===== src/rtl/fifo_arb_pkg.sv =====
// Shared definitions for the FIFO arbitration controller: state encodings,
// size defaults and where the destination index lives inside a word.
package fifo_arb_pkg;

  localparam int WORD_SIZE_DEF = 10;
  localparam int PTR_DEF       = 3;
  localparam int N_PORTS       = 4;
  localparam int IDX_W         = 2;
  // destination index occupies the top DEST_W bits of every word
  localparam int DEST_W        = 2;

  typedef enum logic [2:0] {
    ST_RESET  = 3'd0,
    ST_INIT   = 3'd1,
    ST_IDLE   = 3'd2,
    ST_ACTIVE = 3'd3,
    ST_ERROR  = 3'd4
  } state_e;

  function automatic int unsigned dest_lsb(input int unsigned word_size);
    return word_size - DEST_W;
  endfunction

endpackage


===== src/rtl/fifo_arb_ctrl_if.sv =====
// Source/destination FIFO handshake bundle for fifo_arb_ctrl.
// master = controller side, slave = FIFO side.
interface fifo_arb_ctrl_if #(
  parameter int WORD_SIZE = fifo_arb_pkg::WORD_SIZE_DEF
);
  logic [fifo_arb_pkg::N_PORTS-1:0]           in_empty;
  logic [fifo_arb_pkg::N_PORTS*WORD_SIZE-1:0] in_data;
  logic [fifo_arb_pkg::N_PORTS-1:0]           in_rd;
  logic [fifo_arb_pkg::N_PORTS-1:0]           out_almost_full;
  logic [fifo_arb_pkg::N_PORTS-1:0]           out_wr;
  logic [WORD_SIZE-1:0]                       out_data;

  modport master (
    input  in_empty, in_data, out_almost_full,
    output in_rd, out_wr, out_data
  );

  modport slave (
    output in_empty, in_data, out_almost_full,
    input  in_rd, out_wr, out_data
  );
endinterface


===== src/rtl/fifo_arb_pick.sv =====
// Combinational grant selection among the source FIFOs.
// Round-robin by default; FIFO_ARB_STRICT_PRIO_EN selects fixed priority (0 highest).
module fifo_arb_pick
  import fifo_arb_pkg::*;
(
  input  logic [N_PORTS-1:0] req,
  input  logic [IDX_W-1:0]   last_grant,
  output logic [N_PORTS-1:0] gnt,
  output logic [IDX_W-1:0]   gnt_idx,
  output logic               valid
);

  always_comb begin
    gnt     = '0;
    gnt_idx = '0;
    valid   = 1'b0;
`ifdef FIFO_ARB_STRICT_PRIO_EN
    for (int i = N_PORTS - 1; i >= 0; i--) begin
      if (req[i]) begin
        gnt_idx = IDX_W'(i);
        valid   = 1'b1;
      end
    end
`else
    // scan farthest-to-nearest so the nearest requester after last_grant wins
    for (int unsigned off = N_PORTS; off >= 1; off--) begin
      if (req[last_grant + IDX_W'(off)]) begin
        gnt_idx = last_grant + IDX_W'(off);
        valid   = 1'b1;
      end
    end
`endif
    if (valid) gnt[gnt_idx] = 1'b1;
  end

endmodule


===== src/rtl/fifo_arb_ctrl.sv =====
// Moves words from 4 source FIFOs to 4 destination FIFOs chosen by each word's top bits.
// Optional FIFO_ARB_STRICT_PRIO_EN swaps round-robin for fixed priority in fifo_arb_pick.
module fifo_arb_ctrl
  import fifo_arb_pkg::*;
#(
  parameter int WORD_SIZE = WORD_SIZE_DEF,
  parameter int PTR       = PTR_DEF
) (
  input  logic            clk,
  input  logic            reset,
  input  logic            init,
  input  logic [PTR-1:0]  full_th_in,
  input  logic [PTR-1:0]  empty_th_in,
  output logic [PTR-1:0]  full_threshold,
  output logic [PTR-1:0]  empty_threshold,
  input  logic [7:0]      fifo_error,
  output logic [2:0]      state,
  output logic            idle,
  fifo_arb_ctrl_if.master bus
);

  localparam int DEST_LSB = int'(dest_lsb(WORD_SIZE));

  state_e               cur, nxt;
  logic                 err_any, all_empty;
  logic [N_PORTS-1:0]   req, gnt, wr_vec;
  logic [IDX_W-1:0]     gnt_idx, last_grant, pend_idx;
  logic                 gnt_valid, pop, pend, wr_fire;
  logic [WORD_SIZE-1:0] pend_word, held_data;
  logic [DEST_W-1:0]    dest;

  assign err_any   = |fifo_error;
  assign all_empty = &bus.in_empty;
  assign req       = ~bus.in_empty;

  always_ff @(posedge clk or negedge reset) begin
    if (!reset) cur <= ST_RESET;
    else        cur <= nxt;
  end

  always_comb begin
    nxt = cur;
    case (cur)
      ST_RESET:  nxt = ST_INIT;
      ST_INIT:   if (err_any) nxt = ST_ERROR;
                 else if (!init) nxt = ST_IDLE;
      ST_IDLE:   if (err_any) nxt = ST_ERROR;
                 else if (init) nxt = ST_INIT;
                 else if (!all_empty) nxt = ST_ACTIVE;
      ST_ACTIVE: if (err_any) nxt = ST_ERROR;
                 else if (init) nxt = ST_INIT;
                 else if (all_empty) nxt = ST_IDLE;
      ST_ERROR:  nxt = ST_ERROR;
      default:   nxt = ST_RESET;
    endcase
  end

  fifo_arb_pick u_pick (
    .req        (req),
    .last_grant (last_grant),
    .gnt        (gnt),
    .gnt_idx    (gnt_idx),
    .valid      (gnt_valid)
  );

  assign pop       = (cur == ST_ACTIVE) && gnt_valid && !(|bus.out_almost_full);
  assign bus.in_rd = pop ? gnt : '0;

  // a pop at t lands on the source's data_out at t+1, so the write uses in_data live
  always_ff @(posedge clk or negedge reset) begin
    if (!reset) begin
      full_threshold  <= '0;
      empty_threshold <= '0;
      last_grant      <= IDX_W'(N_PORTS - 1);
      pend            <= 1'b0;
      pend_idx        <= '0;
      held_data       <= '0;
    end else begin
      if (cur == ST_INIT) begin
        full_threshold  <= full_th_in;
        empty_threshold <= empty_th_in;
      end
      if (pop) last_grant <= gnt_idx;
      pend     <= pop;
      pend_idx <= gnt_idx;
      if (wr_fire) held_data <= pend_word;
    end
  end

  assign wr_fire   = pend && (cur != ST_ERROR);
  assign pend_word = bus.in_data[int'(pend_idx)*WORD_SIZE +: WORD_SIZE];
  assign dest      = pend_word[DEST_LSB +: DEST_W];

  always_comb begin
    wr_vec = '0;
    if (wr_fire) wr_vec[dest] = 1'b1;
  end

  assign bus.out_wr   = wr_vec;
  assign bus.out_data = wr_fire ? pend_word : held_data;
  assign state        = cur;
  assign idle         = (cur == ST_IDLE);

endmodule


===== src/flat_wrapper.sv =====
// flat-port wrapper written by rule: the top's interface ports become plain ports
module fifo_arb_ctrl_flat import fifo_arb_pkg::*;
#(
  parameter int WORD_SIZE = WORD_SIZE_DEF,
  parameter int PTR       = PTR_DEF
)
  (clk, reset, init, full_th_in, empty_th_in, full_threshold, empty_threshold, fifo_error, state, idle, bus_in_empty, bus_in_data, bus_out_almost_full, bus_in_rd, bus_out_wr, bus_out_data);
  fifo_arb_ctrl_if #(.WORD_SIZE(WORD_SIZE)) bus_i ();
  input  logic clk;
  input  logic reset;
  input  logic init;
  input  logic [PTR-1:0] full_th_in;
  input  logic [PTR-1:0] empty_th_in;
  output logic [PTR-1:0] full_threshold;
  output logic [PTR-1:0] empty_threshold;
  input  logic [7:0] fifo_error;
  output logic [2:0] state;
  output logic idle;
  input wire logic [$bits(bus_i.in_empty)-1:0] bus_in_empty;
  input wire logic [$bits(bus_i.in_data)-1:0] bus_in_data;
  input wire logic [$bits(bus_i.out_almost_full)-1:0] bus_out_almost_full;
  output wire logic [$bits(bus_i.in_rd)-1:0] bus_in_rd;
  output wire logic [$bits(bus_i.out_wr)-1:0] bus_out_wr;
  output wire logic [$bits(bus_i.out_data)-1:0] bus_out_data;
  assign bus_i.in_empty = bus_in_empty;
  assign bus_i.in_data = bus_in_data;
  assign bus_i.out_almost_full = bus_out_almost_full;
  assign bus_in_rd = bus_i.in_rd;
  assign bus_out_wr = bus_i.out_wr;
  assign bus_out_data = bus_i.out_data;
  fifo_arb_ctrl #(.WORD_SIZE(WORD_SIZE), .PTR(PTR)) u_core (.clk(clk), .reset(reset), .init(init), .full_th_in(full_th_in), .empty_th_in(empty_th_in), .full_threshold(full_threshold), .empty_threshold(empty_threshold), .fifo_error(fifo_error), .state(state), .idle(idle), .bus(bus_i));
endmodule

===== config.mk =====
export PLATFORM = sky130hd
export DESIGN_NAME = fifo_arb_ctrl_flat
export DESIGN_NICKNAME = d
export VERILOG_FILES = /design/src/rtl/fifo_arb_pkg.sv /design/src/rtl/fifo_arb_ctrl_if.sv /design/src/rtl/fifo_arb_pick.sv /design/src/rtl/fifo_arb_ctrl.sv /design/src/flat_wrapper.sv
export SDC_FILE = /design/constraint.sdc
export NUM_CORES = 1
export LEC_CHECK = 0
export CORE_MARGIN = 4
export CORE_UTILIZATION = 39
export CTS_BUF_LIST = sky130_fd_sc_hd__clkbuf_4 sky130_fd_sc_hd__clkbuf_8
export CTS_CLUSTER_SIZE = 30
export DETAILED_ROUTE_END_ITERATION = 8
export GPL_TIMING_DRIVEN = 0
export PLACE_DENSITY = 0.89
export SYNTH_ARGS = -nofsm -noshare
export SYNTH_HDL_FRONTEND = slang
export SYNTH_SLANG_ARGS = --single-unit

===== constraint.sdc =====
create_clock -name clk -period 3.16 [get_ports clk]
set_input_delay 0.474 -clock clk [delete_from_list [all_inputs] [get_ports clk]]
set_output_delay 0.474 -clock clk [all_outputs]
set_load 0.01 [all_outputs]

==> results.toml <==
[placement]
place_inst = 242
post_dp_cell_area_um2 = 2338
place_hpwl_mm = 3.483
finalWeightedCongestion = 0.8737
post-place-ws_ns = 0.3176
port_buffers = 92

[critical_path]
critPathLaunch = "bus_out_almost_full[1]"
critPathCapture = "bus_in_rd[3]"
regToRegStartpoint = "u_core.state[1]"
endpoint_kind = "output port"
r2r_slack_ns = 1.55
critPathArrivalTime_ns = 2.42
worstPathMaxFanout = 5
r2r-end = "u_core.held_data[6]"
rr_worst_depth = 4
critPathRequiredTime_ns = 2.69
startpoint_type = "primary input"
path_class = "in2out"

[sta]
finalSetupViolCount = 0
fin_crit_ns = 2.899
max_clock_freq_mhz = 345.0
grt_setup_unrepaired = "no"
setup_slack_ns = 0.2614
hold_viol = 0
fin_crit_sh_pct = 91.73
slew_violations = 0
relSlewSlack_pct = 31.60
clock_skew_ns = 0.001605
setup_tns_ns = 0
worst-slew-pin-transition_ns = 1.023

[synthesis]
synth_xor_area_share_pct = 0
synthArstFlopShare_pct = 100.0
synth_flop_cell = "dfrtp_1"
netlist_area_um2 = 1360
synth-seq-cells = 24
synth_cells = 104
yosysTopAreaCell = "dfrtp_1"
syn_nets = 169
ys_top_cells_by_area = "dfrtp_1 40%, mux4_2 17%, mux2_4 7.7%"
yosys_warnings = 0
synth-compound-area-share_pct = 4.140
synthMuxAreaShare_pct = 31.74
synth-simple-area-share_pct = 15.73
avgSynthCellArea_um2 = 13.08
ys_types = 29
synthAdderAreaFrac_pct = 0
synth_top_family_by_area = "multiplexers"
ys_seq_area_share_pct = 44.34
synth-edff-count = 0
synth_top_area_share_pct = 40.48

[die]
fp.dieW_um = 67.06
core_area_um2 = 3363
die_h_um = 67.06
pin_count = 93
dieArea_um2 = 4496
rows = 21
start_util_pct = 40.44

[cts]
cts_root_buf = "clkbuf_4"
clk_pin_slew_ns = 0.13
clk_latency_ns = 0.32
cts.sinks = 24
cts_buffers = 3
cts_tree = "done"
cts_resized = 0
cts_setup_buffers = 0
htreeDepth = 1
holdBufCountCts = 0
clk_path_buf_depth = 2

[power]
leakagePower_uw = 0.0009896
vdd_ir_drop_max_v = 0.0002729
cellPowerDensity_nw_per_um2 = 439.2

[drt]
drt_iter0_markers = 22
first_pass_iters = 4
avgRoutedWirePerCell_um = 16.68
vias = 1246
vias_per_cell = 5.065
totalWireLength_mm = 4.104
final_antenna_net_count = 0
drc = 0

[global_routing]
grt_max_degree = 25
grt_pass1_vias = 1342
antenna_found_initial = 0
grt_first_pass_wirelength_mm = 6.299
overflow = 0
grt_usage_pct = 18.84

[layout]
n_fill_cell = 241
fin_util_pct = 71.09
area_delta_synth_final_pct = 75.80
final_common_cell = "clkdlybuf4s50_1"
antennaDiodeCount = 0
multi_input_area_um2 = 701.9
postLayoutCellArea_um2 = 2391
final_nets = 266
drive_gt1_share_pct = 20.00
layout_common_cells = "92 x clkdlybuf4s50_1, 22 x dfrtp_1, 10 x mux4_2"
regArea_um2 = 603.1
fin_cells = 246

[hold_path]
hold_path_class = "reg2reg"

[job]
drv_cap = 0

[outcome]
status = "finished, final reports clean"
## where the power goes
part	switching (µW)	internal, µW
logic	141	277
registers	43.9	367
clock network	92.5	128
## registers in the layout, indices dropped and copies added, names as in the netlist
| register | count |
|---|---|
| u_core.state | 3 |
| u_core.pend | 1 |
| u_core.pend_idx | 2 |
| u_core.empty_threshold | 3 |
| u_core.full_threshold | 3 |
| u_core.held_data | 10 |
| u_core.last_grant | 2 |
## critical path, stage by stage
cell             delay [ns]
clkdlybuf4s50_1        0.40
nor4_1                 0.34
nand4_1                0.19
inv_1                  0.17
nand4_1                0.16
nor2b_1                0.15
clkdlybuf4s50_1        0.54
## kinds of logic after synthesis
| kind of cell | count (synthesis) |
|---|---|
| AO/OA/AOI/OAI | 9 |
| multiplexers | 26 |
| AND/OR/NAND/NOR | 37 |
| flip-flops | 24 |
| buffers and inverters | 8 |
## cells in the mapped netlist, types with 2 or more instances
cell type,n
and2b_2,2
dfrtp_1,22
dfstp_2,2
inv_1,5
mux2_2,9
mux2_4,7
mux4_2,10
nand2_1,7
nand3_1,3
nand4_1,3
nor2_1,7
nor2b_1,4
nor4_1,4
o21ai_0,3
o22ai_1,2
## layer usage
metal  share of wire [%]  vias to the layer above  GRT usage [%]
li1                    -                      582              -
met1                  36                      612          20.69
met2                  57                       44          35.34
met3                 5.2                        8          4.890
met4                 1.8                        0          4.810
met5                   0                        -              0
## worst min path at each step
stage	startpoint	endpoint	slack, ns	cells past startpoint
after CTS	u_core.held_data[9]	u_core.held_data[9]	0.51	2
after detailed placement	u_core.held_data[9]	u_core.held_data[9]	0.47	2
after global placement	u_core.held_data[8]	u_core.held_data[8]	0.46	2
after floorplan	reset	u_core.empty_threshold[0]	0.18	0
after global routing	u_core.held_data[1]	u_core.held_data[1]	0.52	1
final	u_core.held_data[9]	u_core.held_data[9]	0.50	2
## through the flow
step                      hold WS, ns  total power [µW]
after global placement         0.4573             825.0
final                          0.4995              1050
after CTS                      0.5100              1064
after global routing           0.5238              1112
after floorplan                0.1784             605.2
after detailed placement       0.4724             842.9
## area by class of cell
cell class	count	area share, %
Tap cell	46	2.407
Buffer	3	1.518
Clock buffer	3	0.9419
Clock inverter	1	1.256
Inverter	5	0.7849
Sequential cell	24	25.22
Multi-Input combinational cell	72	29.36
Timing Repair Buffer	92	38.51
Note: power is estimated with default switching activity, not from simulation.
